File: config.mk
export PLATFORM = sky130hd
export DESIGN_NAME = des_decrypt_core_flat
export DESIGN_NICKNAME = d
export VERILOG_FILES = /design/src/rtl/des_decrypt_core_pkg.sv /design/src/rtl/des_decrypt_core_if.sv /design/src/rtl/des_decrypt_core_f.sv /design/src/rtl/des_decrypt_core.sv /design/src/flat_wrapper.sv
export SDC_FILE = /design/constraint.sdc
export NUM_CORES = 1
export LEC_CHECK = 0
export CORE_AREA = 3 3 114 116
export DETAILED_ROUTE_END_ITERATION = 16
export DIE_AREA = 0 0 117 119
export PLACE_DENSITY = 0.81
export SYNTH_ARGS = -nofsm -noshare
export SYNTH_HDL_FRONTEND = slang
export SYNTH_SLANG_ARGS = --single-unit
File: constraint.sdc
create_clock -name clk -period 4.95 [get_ports clk]
set_clock_uncertainty 0.1 [all_clocks]
set_input_delay 0.7425 -clock clk [delete_from_list [all_inputs] [get_ports clk]]
set_output_delay 0.7425 -clock clk [all_outputs]
set_load 0.02 [all_outputs]
File: src/rtl/des_decrypt_core_pkg.sv
// Shared DES constants: bit-permutation tables, S-boxes, decrypt key-rotation schedule.
// Table entries use DES numbering (1 = MSB), so a table entry T maps to vector bit WIDTH-T.
package des_decrypt_core_pkg;

  localparam int BLOCK_W = 64;
  localparam int KEY_W   = 64;

  typedef enum logic [1:0] {S_IDLE, S_ROUND, S_DONE} state_e;

  localparam int IP_T [64] = '{58, 50, 42, 34, 26, 18, 10, 2, 60, 52, 44, 36, 28, 20, 12, 4,
                               62, 54, 46, 38, 30, 22, 14, 6, 64, 56, 48, 40, 32, 24, 16, 8,
                               57, 49, 41, 33, 25, 17,  9, 1, 59, 51, 43, 35, 27, 19, 11, 3,
                               61, 53, 45, 37, 29, 21, 13, 5, 63, 55, 47, 39, 31, 23, 15, 7};

  localparam int FP_T [64] = '{40, 8, 48, 16, 56, 24, 64, 32, 39, 7, 47, 15, 55, 23, 63, 31,
                               38, 6, 46, 14, 54, 22, 62, 30, 37, 5, 45, 13, 53, 21, 61, 29,
                               36, 4, 44, 12, 52, 20, 60, 28, 35, 3, 43, 11, 51, 19, 59, 27,
                               34, 2, 42, 10, 50, 18, 58, 26, 33, 1, 41,  9, 49, 17, 57, 25};

  localparam int E_T [48] = '{32,  1,  2,  3,  4,  5,  4,  5,  6,  7,  8,  9,
                               8,  9, 10, 11, 12, 13, 12, 13, 14, 15, 16, 17,
                              16, 17, 18, 19, 20, 21, 20, 21, 22, 23, 24, 25,
                              24, 25, 26, 27, 28, 29, 28, 29, 30, 31, 32,  1};

  localparam int P_T [32] = '{16,  7, 20, 21, 29, 12, 28, 17,  1, 15, 23, 26,  5, 18, 31, 10,
                               2,  8, 24, 14, 32, 27,  3,  9, 19, 13, 30,  6, 22, 11,  4, 25};

  localparam int PC1_T [56] = '{57, 49, 41, 33, 25, 17,  9,  1, 58, 50, 42, 34, 26, 18,
                                10,  2, 59, 51, 43, 35, 27, 19, 11,  3, 60, 52, 44, 36,
                                63, 55, 47, 39, 31, 23, 15,  7, 62, 54, 46, 38, 30, 22,
                                14,  6, 61, 53, 45, 37, 29, 21, 13,  5, 28, 20, 12,  4};

  localparam int PC2_T [48] = '{14, 17, 11, 24,  1,  5,  3, 28, 15,  6, 21, 10,
                                23, 19, 12,  4, 26,  8, 16,  7, 27, 20, 13,  2,
                                41, 52, 31, 37, 47, 55, 30, 40, 51, 45, 33, 48,
                                44, 49, 39, 56, 34, 53, 46, 42, 50, 36, 29, 32};

  // One 256-bit word per S-box: 4 rows of 16 nibbles, first entry in the top nibble.
  localparam logic [255:0] SBOX_T [8] = '{
    256'hE4D12FB83A6C5907_0F74E2D1A6CB9538_41E8D62BFC973A50_FC8249175B3EA06D,
    256'hF18E6B34972DC05A_3D47F28EC01A69B5_0E7BA4D158C6932F_D8A13F42B67C05E9,
    256'hA09E63F51DC7B428_D709346A285ECBF1_D6498F30B12C5AE7_1AD069874FE3B52C,
    256'h7DE3069A1285BC4F_D8B56F03472C1AE9_A690CB7DF13E5284_3F06A1D8945BC72E,
    256'h2C417AB6853FD0E9_EB2C47D150FA3986_421BAD78F9C5630E_B8C71E2D6F09A453,
    256'hC1AF92680D34E75B_AF427C9561DE0B38_9EF528C3704A1DB6_432C95FABE17608D,
    256'h4B2EF08D3C975A61_D0B7491AE35C2F86_14BDC37EAF680592_6BD814A7950FE23C,
    256'hD2846FB1A93E50C7_1FD8A374C56B0E92_7B419CE206ADF358_21E74A8DFC90356B};

  function automatic logic [63:0] ip_perm(input logic [63:0] x);
    logic [63:0] y;
    for (int i = 0; i < 64; i++) y[6'(63 - i)] = x[6'(64 - IP_T[i])];
    return y;
  endfunction

  function automatic logic [63:0] fp_perm(input logic [63:0] x);
    logic [63:0] y;
    for (int i = 0; i < 64; i++) y[6'(63 - i)] = x[6'(64 - FP_T[i])];
    return y;
  endfunction

  function automatic logic [47:0] e_expand(input logic [31:0] x);
    logic [47:0] y;
    for (int i = 0; i < 48; i++) y[6'(47 - i)] = x[5'(32 - E_T[i])];
    return y;
  endfunction

  function automatic logic [31:0] p_perm(input logic [31:0] x);
    logic [31:0] y;
    for (int i = 0; i < 32; i++) y[5'(31 - i)] = x[5'(32 - P_T[i])];
    return y;
  endfunction

  // Parity bits (DES bits 8,16,..,64) never appear in PC1, so they drop out here.
  function automatic logic [55:0] pc1_perm(input logic [63:0] x);
    logic [55:0] y;
    for (int i = 0; i < 56; i++) y[6'(55 - i)] = x[6'(64 - PC1_T[i])];
    return y;
  endfunction

  function automatic logic [47:0] pc2_perm(input logic [55:0] x);
    logic [47:0] y;
    for (int i = 0; i < 48; i++) y[6'(47 - i)] = x[6'(56 - PC2_T[i])];
    return y;
  endfunction

  // Row is the outer bit pair {b5,b0}, column the inner four bits.
  function automatic logic [3:0] sbox(input logic [2:0] n, input logic [5:0] x);
    logic [255:0] row;
    row = SBOX_T[n] << (4 * {x[5], x[0], x[4:1]});
    return row[255:252];
  endfunction

  // Right-rotate amount before decrypt round j; round 0 uses the PC1 halves unrotated (K16).
  function automatic logic [1:0] rsh_amt(input logic [3:0] j);
    if (j == 4'd0) return 2'd0;
    if (j == 4'd1 || j == 4'd8 || j == 4'd15) return 2'd1;
    return 2'd2;
  endfunction

  function automatic logic [27:0] rotr28(input logic [27:0] x, input logic [1:0] n);
    case (n)
      2'd1:    return {x[0], x[27:1]};
      2'd2:    return {x[1:0], x[27:2]};
      default: return x;
    endcase
  endfunction

endpackage

File: src/rtl/des_decrypt_core_if.sv
// Ciphertext-in / plaintext-out valid/ready bundle of the DES decrypt core.
interface des_decrypt_core_if;
  import des_decrypt_core_pkg::*;

  logic               in_valid;
  logic               in_ready;
  logic [BLOCK_W-1:0] cipher_in;
  logic [KEY_W-1:0]   key;
  logic               out_valid;
  logic               out_ready;
  logic [BLOCK_W-1:0] plain_out;
  logic               busy;

  modport slave (
    input  in_valid, cipher_in, key, out_ready,
    output in_ready, out_valid, plain_out, busy
  );

  modport master (
    output in_valid, cipher_in, key, out_ready,
    input  in_ready, out_valid, plain_out, busy
  );
endinterface

File: src/rtl/des_decrypt_core_f.sv
// DES round function f(R,K): expansion, subkey mix, S-box substitution, P permutation.
module des_decrypt_core_f
  import des_decrypt_core_pkg::*;
(
  input  logic [31:0] r_i,
  input  logic [47:0] k_i,
  output logic [31:0] f_o
);

  logic [47:0] mix;
  logic [31:0] sub;

  assign mix = e_expand(r_i) ^ k_i;

  always_comb begin
    sub = '0;
    for (int i = 0; i < 8; i++) begin
      sub[31 - 4*i -: 4] = sbox(3'(i), mix[47 - 6*i -: 6]);
    end
  end

  assign f_o = p_perm(sub);

endmodule

File: src/rtl/des_decrypt_core.sv
// Iterative DES decryption: ROUNDS_PER_CYCLE Feistel rounds per clock, subkeys K16..K1 derived
// on the fly by right-rotating the PC1 halves.
module des_decrypt_core
  import des_decrypt_core_pkg::*;
#(
  parameter int ROUNDS_PER_CYCLE = 1
) (
  input  logic              clk,
  input  logic              rst_n,
  des_decrypt_core_if.slave bus
);

  if (ROUNDS_PER_CYCLE != 1 && ROUNDS_PER_CYCLE != 2 &&
      ROUNDS_PER_CYCLE != 4 && ROUNDS_PER_CYCLE != 8) begin : g_bad_rpc
    $error("ROUNDS_PER_CYCLE must be 1, 2, 4 or 8");
  end

  localparam int RPC = ROUNDS_PER_CYCLE;

  state_e             state_q, state_d;
  logic [4:0]         rnd_q, rnd_d;
  logic [31:0]        l_q, l_d, r_q, r_d;
  logic [27:0]        c_q, c_d, d_q, d_d;
  logic [BLOCK_W-1:0] plain_q, plain_d;
  logic               last_c;

  logic [31:0] l_c [RPC+1];
  logic [31:0] r_c [RPC+1];
  logic [27:0] c_c [RPC+1];
  logic [27:0] d_c [RPC+1];

  assign l_c[0] = l_q;
  assign r_c[0] = r_q;
  assign c_c[0] = c_q;
  assign d_c[0] = d_q;

  for (genvar g = 0; g < RPC; g++) begin : g_round
    logic [3:0]  j;
    logic [47:0] k;
    logic [31:0] f;

    assign j          = rnd_q[3:0] + 4'(g);
    assign c_c[g+1]   = rotr28(c_c[g], rsh_amt(j));
    assign d_c[g+1]   = rotr28(d_c[g], rsh_amt(j));
    assign k          = pc2_perm({c_c[g+1], d_c[g+1]});

    des_decrypt_core_f u_f (
      .r_i (r_c[g]),
      .k_i (k),
      .f_o (f)
    );

    assign l_c[g+1] = r_c[g];
    assign r_c[g+1] = l_c[g] ^ f;
  end

  assign last_c = (rnd_q + 5'(RPC)) == 5'd16;

  always_comb begin
    state_d = state_q;
    rnd_d   = rnd_q;
    l_d     = l_q;
    r_d     = r_q;
    c_d     = c_q;
    d_d     = d_q;
    plain_d = plain_q;
    case (state_q)
      S_IDLE: begin
        if (bus.in_valid) begin
          {l_d, r_d} = ip_perm(bus.cipher_in);
          {c_d, d_d} = pc1_perm(bus.key);
          rnd_d      = '0;
          state_d    = S_ROUND;
        end
      end
      S_ROUND: begin
        l_d   = l_c[RPC];
        r_d   = r_c[RPC];
        c_d   = c_c[RPC];
        d_d   = d_c[RPC];
        rnd_d = rnd_q + 5'(RPC);
        if (last_c) begin
          // Halves are swapped once more before the final permutation.
          plain_d = fp_perm({r_c[RPC], l_c[RPC]});
          state_d = S_DONE;
        end
      end
      S_DONE: begin
        if (bus.out_ready) state_d = S_IDLE;
      end
      default: state_d = S_IDLE;
    endcase
  end

  always_ff @(posedge clk) begin
    if (!rst_n) begin
      state_q <= S_IDLE;
      rnd_q   <= '0;
      l_q     <= '0;
      r_q     <= '0;
      c_q     <= '0;
      d_q     <= '0;
      plain_q <= '0;
    end else begin
      state_q <= state_d;
      rnd_q   <= rnd_d;
      l_q     <= l_d;
      r_q     <= r_d;
      c_q     <= c_d;
      d_q     <= d_d;
      plain_q <= plain_d;
    end
  end

  assign bus.in_ready  = (state_q == S_IDLE);
  assign bus.out_valid = (state_q == S_DONE);
  assign bus.busy      = (state_q != S_IDLE);
  assign bus.plain_out = plain_q;

endmodule

File: src/flat_wrapper.sv
// flat-port wrapper written by rule: the top's interface ports become plain ports
module des_decrypt_core_flat import des_decrypt_core_pkg::*;
#(
  parameter int ROUNDS_PER_CYCLE = 1
)
  (clk, rst_n, bus_in_valid, bus_cipher_in, bus_key, bus_out_ready, bus_in_ready, bus_out_valid, bus_plain_out, bus_busy);
  des_decrypt_core_if bus_i ();
  input  logic clk;
  input  logic rst_n;
  input wire logic [$bits(bus_i.in_valid)-1:0] bus_in_valid;
  input wire logic [$bits(bus_i.cipher_in)-1:0] bus_cipher_in;
  input wire logic [$bits(bus_i.key)-1:0] bus_key;
  input wire logic [$bits(bus_i.out_ready)-1:0] bus_out_ready;
  output wire logic [$bits(bus_i.in_ready)-1:0] bus_in_ready;
  output wire logic [$bits(bus_i.out_valid)-1:0] bus_out_valid;
  output wire logic [$bits(bus_i.plain_out)-1:0] bus_plain_out;
  output wire logic [$bits(bus_i.busy)-1:0] bus_busy;
  assign bus_i.in_valid = bus_in_valid;
  assign bus_i.cipher_in = bus_cipher_in;
  assign bus_i.key = bus_key;
  assign bus_i.out_ready = bus_out_ready;
  assign bus_in_ready = bus_i.in_ready;
  assign bus_out_valid = bus_i.out_valid;
  assign bus_plain_out = bus_i.plain_out;
  assign bus_busy = bus_i.busy;
  des_decrypt_core #(.ROUNDS_PER_CYCLE(ROUNDS_PER_CYCLE)) u_core (.clk(clk), .rst_n(rst_n), .bus(bus_i));
endmodule
==> run summary, run 1 <==
The total iterations of the first detailed-routing run is 5, and the number of setup buffers added after CTS is 0. Critical register-to-register path endpoint: u_core.r_q[0]. Counting flops and latches in the post-synthesis netlist gives 78. The part of the cycle the worst path needs was 0.829. The worst setup path is of the reg2reg kind. During synthesis, Yosys emitted a total of 0 warnings. By area the synthesized netlist is led by sky130_fd_sc_hd__dfxtp_1 28%, sky130_fd_sc_hd__buf_4 7.1%, sky130_fd_sc_hd__nor2b_1 5.8%. Across the whole layout, storage elements account for 1560 µm².

The synthesized design contains 0 enable-type register cells. In this run the mean area of a mapped cell was 8.40 µm². Layout net count: 843.

The primary flip-flop cell chosen by synthesis mapping was sky130_fd_sc_hd__dfxtp_1. Detailed placement ended at an HPWL of 9300 µm. Number of global-route vias before repair: 4351. The largest area contributor in the netlist was sky130_fd_sc_hd__dfxtp_1.

The endpoint of the worst setup timing path is u_core.r_q[0]. The xor/xnor cell area share of the yosys netlist is 0.0432. The count of nets left with antenna violations once routing finished came out at 0. Summed over all layers, the routed wires come to 13400 µm. After clock tree synthesis, the clock-pin slew on the worst setup and hold paths is 0.06 ns.

By area, the combinational part of the netlist is dominated by compound AO/OA/AOI/OAI gates. Along the worst path, the maximum fanout reaches 17. In this run, distinct cell masters in the synthesized netlist total 71.

Counting every instance in the synthesized netlist gives 655. The run gives 3 as the maximum level of the CTS H-tree. For this block, the initial DRC count from the detailed router was 424. The initial antenna violation count is 0. Slack of the critical path: 0.847 ns. For the pin with the worst max-slew slack, the measured transition is 1.21 ns. The cell with the most instances after synthesis is sky130_fd_sc_hd__dfxtp_1. The cell area that synthesis handed to floorplanning was 5500 µm². The count of buffers added on input and output ports is 50.

The share of the synthesized area in compound gates (AO/OA/AOI/OAI) was 0.238; the number of fill cells was 1106. The relative slew slack was 0.193; the count of placed standard cells including taps was 823. Traced cell by cell, the critical path runs through inv_1, ha_1, nand2b_1, o211ai_1, buf_4, and2_1, buf_4, o221a_2, xor2_1, inv_1, ha_1, inv_1, nor3_1, a211o_1, o21ai_1, mux2i_1, nand3_1.

The utilization after layout is 0.517. The fraction of final layout cells with drive strength greater than 1 was 0.0910; the total congestion overflow was 0. After detailed routing, the average wire length per cell comes to 15.9 µm. The number of hold-slack violations in the final timing report is 0.

The total count of max-transition violations in the final report is 0. At the worst endpoint, the arrival time is 4.22 ns. Subtracting the final worst setup slack from the clock period gives 4.10 ns.

Clock tree synthesis selected as its root buffer the cell sky130_fd_sc_hd__clkbuf_16. TritonCTS created 9 clock buffers. In this run the power density over the cells is 350 nW/µm². By count the netlist is led by 78 x sky130_fd_sc_hd__dfxtp_1, 58 x sky130_fd_sc_hd__nand2_1, 52 x sky130_fd_sc_hd__buf_4.

The run gives 0 as the count of hold-fix buffers inserted at cts. The flow ran to the end, and the final reports show no timing, DRC or antenna violations. Tracing the worst setup path back leads to its startpoint at u_core.rnd_q[0].

Summed over all cells, the static leakage comes to 2.32 nW. The detail-routed via count per cell came out at 5.73. Setup repair after global routing left no endpoint under its margin.

The repair_antennas step left the layout with diodes totalling 0. The async set-or-reset flop fraction in the synthesized netlist was 0; the clock latency on the worst-skew pair was 0.34 ns. The tools report the multi-input logic area as 3520 µm². Entering global routing, the biggest net connects 42 pins. For this design, the slowest cell found on the critical path is sky130_fd_sc_hd__xor2_1.

The setup total negative slack was 0 ns; the number of maximum-capacitance violations was 0. The worst register-to-register path has a setup slack of 0.85 ns. The simple-gate share of the synthesized area is 0.199. Pin placement for this block handled 199 I/O pins. VDD sags by at most 0.252 mV. Portion of the post-synthesis area used by sequential elements: 0.284. The routed layout has 4807 vias. The tools report the launching element type of the critical path as a register.

Once the clock tree was built, the resizer swapped 0 gates to a different size. The die is 119 µm tall. The top-area cell type share of the netlist area was 0.284. The type of the tightest min-delay check is reg2reg.

For this run, the number of standard cells in the final layout without fillers is 839. Die outline width: 117 µm. Multiplexer share of the synthesized area: 0.0691. After floorplanning, the core was divided into 40 placement rows. The count of clock tree sinks came out at 78. The run gives 2 as the maximum buffer depth of the clock tree. The startpoint identified for the worst register-to-register timing path is u_core.rnd_q[0]. The tools report the number of setup violations in the final report as 0. The largest single stage delay on the critical path is 0.56 ns. On the final layout, the worst hold slack is 0.381 ns. At the end of routability-driven placement, the weighted congestion stood at 0.889. The die covers 13900 µm². The endpoint type of the worst setup path is a register. Endpoint required time on the critical path: 5.07 ns.

The most numerous cell type found on the critical path is sky130_fd_sc_hd__inv_1. The area added between synthesis and finish is 12.8%, and the maximum clock frequency is 244 MHz. Prior to clock tree synthesis, the placed netlist has a worst setup slack of 0.992 ns. TritonCTS built the clock tree. In the routed design, unresolved DRC markers number 0.

The adder and majority gate portion of the synthesized area came out at 0.0546. For the global-route usage over all layers, the log shows 0.191. Initial cell density of the core: 0.458. Wire length of the first global-routing pass: 21700 µm. The number of cells on the worst reg-to-reg path is 17.

The core region is 12000 µm².
per-layer routing:
metal	GRT usage	up-vias	routed length, µm
met3	0.0386	12	1030
li1	-	2325	-
met1	0.262	2268	5900
met2	0.310	202	6330
met4	0.0387	0	120
met5	0	-	0
final cells by class:
class | count | area share
sequential | 78 | 0.252
inverter | 19 | 0.0115
clock buffer | 10 | 0.0369
multi-input combinational | 519 | 0.567
clock inverter | 6 | 0.0113
tap | 147 | 0.0296
timing repair buffer | 60 | 0.0919
metrics by stage:
step                power, mW  instance area, µm²
floorplan                1.37                5680
finish                   2.17                6210
CTS                      2.17                6210
global placement         1.49                5910
global route             2.29                6210
detailed placement       1.50                5910
flip-flops by register name, summed over array words and instances, names as in the netlist:
| name | cells |
|---|---|
| u_core.d_q | 28 |
| u_core.r_q | 20 |
| u_core.rnd_q | 5 |
| u_core.l_q | 7 |
| u_core.bus.plain_out | 16 |
| u_core.state_q | 2 |
where the power goes:
group          leakage, nW  switching [mW]  total, mW  internal [mW]
clock                0.136           0.271      0.665          0.394
sequential           0.635          0.0511      0.714          0.663
combinational         1.55           0.460      0.792          0.333
how the worst min path moves through the flow:
stage | startpoint | endpoint | slack [ns] | cells after the start
2_1_floorplan | u_core.l_q[0] | u_core.l_q[0] | 0.35 | 2
3_3_place_gp | u_core.l_q[0] | u_core.l_q[0] | 0.36 | 2
3_5_place_dp | u_core.l_q[5] | u_core.l_q[5] | 0.38 | 2
4_1_cts | u_core.l_q[5] | u_core.l_q[5] | 0.38 | 2
5_1_grt | u_core.l_q[5] | u_core.l_q[5] | 0.42 | 2
6_report | u_core.l_q[13] | u_core.l_q[13] | 0.38 | 2
cells in the final DEF (no fill, tap or decap), types with 15 or more instances in the layout:
cell type                         synthesis  routed
sky130_fd_sc_hd__dfxtp_1                 78      78
sky130_fd_sc_hd__nand2_1                 58      58
sky130_fd_sc_hd__nor2b_1                 51      51
sky130_fd_sc_hd__clkdlybuf4s50_1          0      49
sky130_fd_sc_hd__conb_1                   1      48
sky130_fd_sc_hd__nor2_1                  31      30
sky130_fd_sc_hd__mux2i_1                 29      29
sky130_fd_sc_hd__ha_1                    24      24
sky130_fd_sc_hd__a21oi_1                 22      22
sky130_fd_sc_hd__o21ai_0                 22      22
sky130_fd_sc_hd__a22oi_1                 22      22
sky130_fd_sc_hd__a21boi_0                16      16
sky130_fd_sc_hd__inv_1                   15      15
critical path: cells and delay by family (launching register included):
family          cells  cell delay [ns]
buf+inv             5             0.79
xor+xnor            1             0.56
mux                 1             0.26
flops               1             0.39
fa+ha+maj           2             0.56
simple gates        4             0.46
compound gates      4             0.86
cell families (layout without fill, tap and decap cells):
family                     count (synthesis)  in the layout
and+or+nand+nor                          211            211
DFF                                       78             78
adders and majority gates                 24             24
xor gates and xnor gates                  22             22
buffers and inverters                    105             95
other                                      1             48
muxes                                     35             35
AOI/OAI and AO/OA                        179            179
Power figures use the tool's default switching activity.
==> run 2, diff against run 1 <==
--- a/config.mk
+++ b/config.mk
@@ -5,10 +5,10 @@
 export SDC_FILE = /design/constraint.sdc
 export NUM_CORES = 1
 export LEC_CHECK = 0
-export CORE_AREA = 3 3 114 116
+export CORE_AREA = 3 3 120 122
 export DETAILED_ROUTE_END_ITERATION = 16
-export DIE_AREA = 0 0 117 119
-export PLACE_DENSITY = 0.81
+export DIE_AREA = 0 0 123 125
+export PLACE_DENSITY = 0.77
 export SYNTH_ARGS = -nofsm -noshare
 export SYNTH_HDL_FRONTEND = slang
 export SYNTH_SLANG_ARGS = --single-unit
==> constraint.sdc (replaced) <==
create_clock -name clk -period 3.7 [get_ports clk]
set_clock_uncertainty 0.1 [all_clocks]
set_input_delay 0.555 -clock clk [delete_from_list [all_inputs] [get_ports clk]]
set_output_delay 0.555 -clock clk [all_outputs]
set_load 0.02 [all_outputs]
==> run 2 against run 1 <==
Against the previous run: wire length grew 3.9%; register-to-register slack lost 0.67 ns; clock power rose by 25%; first-iteration DRC count is 4.7% lower; die area up 10%; count of clock-buffer cells in the layout is 2 higher; power increased by 34%; critical path depth decreased by 2; final cell count rose by 5.1%; utilization is 3.6 points lower; non-clock buffer count increased by 15; setup slack lost 0.67 ns.
==> run summary, run 2 (synthesis gave the netlist of run 1 again) <==
The routability congestion estimate from global placement was 0.846 (-4.8%); the area added between synthesis and finish was 16.2%. The tools report the total internal power as 1.87 mW (+35%). The placeable core region was 13300 µm² (+11%). The logs give 0.481 (-0.0360) for the utilization after layout and 2 (unchanged) for the maximum buffer depth of the clock tree. The logs give 0 (unchanged) for the final antenna diode count and 6390 µm² (+3.0%) for the final design instance area without fill. The floorplan row count was 42 (+5.0%). The total count of max-transition violations in the final report was 0 (unchanged); the leakage power was 2.41 nW (+4.1%). The total congestion overflow came out at 0 (unchanged). The worst hold path begins at u_core.l_q[11].

Die boundary height: 125 µm (+5.0%). The most critical setup path has its startpoint at u_core.rnd_q[0]. The number of DRC markers in iteration 0 came out at 404 (-4.7%). The tools report the via total after detailed routing as 4894 (+1.8%). The switching component of the power came out at 1.03 mW (+32%). The post-layout total power was 2.90 mW (+34%). The setup slack at placement is 0.115 ns (-0.876 ns), and the wire length of the first global-routing pass is 22600 µm (+3.8%). The count of hold-fix buffers inserted at cts came out at 0 (unchanged). Number of CTS-inserted buffers: 9 (unchanged). For the slack of the critical path, the log shows 0.179 ns (-0.668 ns). The flow ran to the end, and the final reports show no timing, DRC or antenna violations. The run gives 0 (unchanged) as the remaining routing DRC violations. The layout net count is 858 (+1.8%). The tightest min-delay check is of the reg2reg type. Number of placed I/O pins: 199 (unchanged). Counting flops per register, the top entry is u_core.d_q.

The most common library cell in the layout ignoring fill and taps is sky130_fd_sc_hd__dfxtp_1. The total wire length after detailed routing came out at 13900 µm (+3.9%). The run gives 0 (unchanged) as the number of setup violations in the final report. The clock latency on the worst-skew pair came out at 0.33 ns (about the same). The number of nets with antenna violations after routing was 0 (unchanged); the maximum number of pins on one net before global-route repair was 66 (+57%). The run gives 882 (+5.1%) as the non-filler instance count after layout.

TritonCTS built the clock tree. The number of flip-flops in the largest register was 28 (unchanged); the half-perimeter wire length of the detailed placement result was 9680 µm (+4.1%). The number of setup buffers added after CTS was 0 (unchanged). The fraction of final layout cells with drive strength greater than 1 was 0.115 (+0.0237); the slew at the pin closest to its max-slew limit was 0.819 ns (-0.388 ns).

The maximum clock frequency was 284 MHz (+17%). The setup total negative slack is 0 ns (unchanged). The number of global-route vias before repair was 4488 (+3.1%).

Register share of total power: 0.329 (about the same). The reg-to-reg startpoint is u_core.rnd_q[0]. The switching power share of the total was 0.356 (-0.00390); the arrival time at the worst endpoint was 3.65 ns (-0.57 ns).

The clock network fraction of design power came out at 0.286 (-0.020). The worst setup path is launched from a register. The number of buffer cells added on primary ports came out at 50 (unchanged). The clock transition time at the flip-flop clock pins of the worst setup and hold paths was 0.06 ns (about the same); the maximum level of the CTS H-tree was 3 (unchanged). The largest fanout on the critical path came out at 8 (-9). The tools report the endpoint required time on the critical path as 3.83 ns (-1.24 ns). The relative contribution of combinational cells to total power is 0.385 (+0.020). Ratio of total power to cell area: 454 nW/µm² (+30%). The critical path in this run is classified as reg2reg. The tree is rooted in a sky130_fd_sc_hd__clkbuf_16. The part of the cycle the worst path needs works out to 0.951 (+0.123). Number of maximum-capacitance violations: 0 (unchanged).

The endpoint type of the worst setup path was a register. Count of placed standard cells including taps: 867 (+5.3%). Routed wirelength normalized by instance count: 15.8 µm (-1.1%). Setup repair after global routing could not meet its margin everywhere.

The tools report the count of clock tree sinks as 78 (unchanged). The logs give 0 (unchanged) for the initial antenna violation count and 0.308 mV (+22%) for the maximum resistive drop on vdd. The detail-routed via count per cell is 5.55 (-3.2%). The worst slack on hold paths is 0.376 ns (-0.00463 ns).

The initial cell density of the core was 0.414 (-0.0442); the die outline width was 123 µm (+5.1%). For the total placed instance area, the log shows 6110 µm² (+3.4%). The global-route usage over all layers is 0.179 (-0.0118).

The final critical delay including setup and external delays was 3.52 ns (-0.582 ns). The total iterations of the first detailed-routing run was 5 (unchanged); the relative slew slack was 0.453 (+0.260). The number of hold-slack violations in the final timing report was 0 (unchanged); the area enclosed by the die boundary was 15400 µm² (+10%). In the layout the commonest cells are 78 x sky130_fd_sc_hd__dfxtp_1, 58 x sky130_fd_sc_hd__nand2_1, 50 x sky130_fd_sc_hd__nor2b_1, 49 x sky130_fd_sc_hd__clkdlybuf4s50_1, 48 x sky130_fd_sc_hd__conb_1. The tools report the number of fill cells as 1246 (+13%).
run 2: metal layers:
layer	vias to the layer above	global-route usage	part of all wire
met1	2316	0.239	0.44
met2	200	0.280	0.47
met4	0	0.0860	0.026
li1	2344	-	-
met5	-	0	0
met3	34	0.0298	0.065
run 2: path summary, 6_finish.rpt:
kind                     to  slack (ns)  cells past startpoint
max          u_core.r_q[13]        0.18                     15
max reg2reg  u_core.r_q[13]        0.18                     15
min          u_core.l_q[11]        0.38                      2
min reg2reg  u_core.l_q[11]        0.38                      2
run 2: power groups by stage:
stage / Combinational (mW) / Clock, mW / Sequential, mW
floorplan: 0.884 / 0 / 0.942
global placement: 1.09 / 0 / 0.969
detailed placement: 1.10 / 0 / 0.970
CTS: 1.11 / 0.841 / 0.952
global route: 1.25 / 0.861 / 0.960
finish: 1.12 / 0.831 / 0.954
run 2: layout make-up:
type | count | area (µm²) | area share
timing repair buffer | 75 | 733 | 0.115
inverter | 19 | 71.3 | 0.0112
clock buffer | 12 | 256 | 0.0401
clock inverter | 3 | 18.8 | 0.00294
multi-input combinational | 519 | 3530 | 0.552
sequential | 78 | 1560 | 0.244
tap | 176 | 220 | 0.0344
run 2: worst max-delay path: stages (launching register included):
cell	delay [ns]
sky130_fd_sc_hd__dfxtp_1	0.40
sky130_fd_sc_hd__inv_1	0.10
sky130_fd_sc_hd__ha_2	0.25
sky130_fd_sc_hd__nand2b_1	0.15
sky130_fd_sc_hd__o211ai_1	0.14
sky130_fd_sc_hd__and2_2	0.28
sky130_fd_sc_hd__buf_4	0.16
sky130_fd_sc_hd__o221a_2	0.34
sky130_fd_sc_hd__ha_1	0.34
sky130_fd_sc_hd__inv_1	0.11
sky130_fd_sc_hd__o32ai_1	0.08
sky130_fd_sc_hd__a221oi_1	0.21
sky130_fd_sc_hd__and4b_1	0.25
sky130_fd_sc_hd__nor3_1	0.23
sky130_fd_sc_hd__nor4b_2	0.07
sky130_fd_sc_hd__a31o_1	0.20
run 2: what timing repair did:
action / 4_1_cts / 5_1_grt
endpoints found under the setup margin: 0 / 3
hold endpoints to repair: 0 / 0
gates resized for setup: 0 / 4
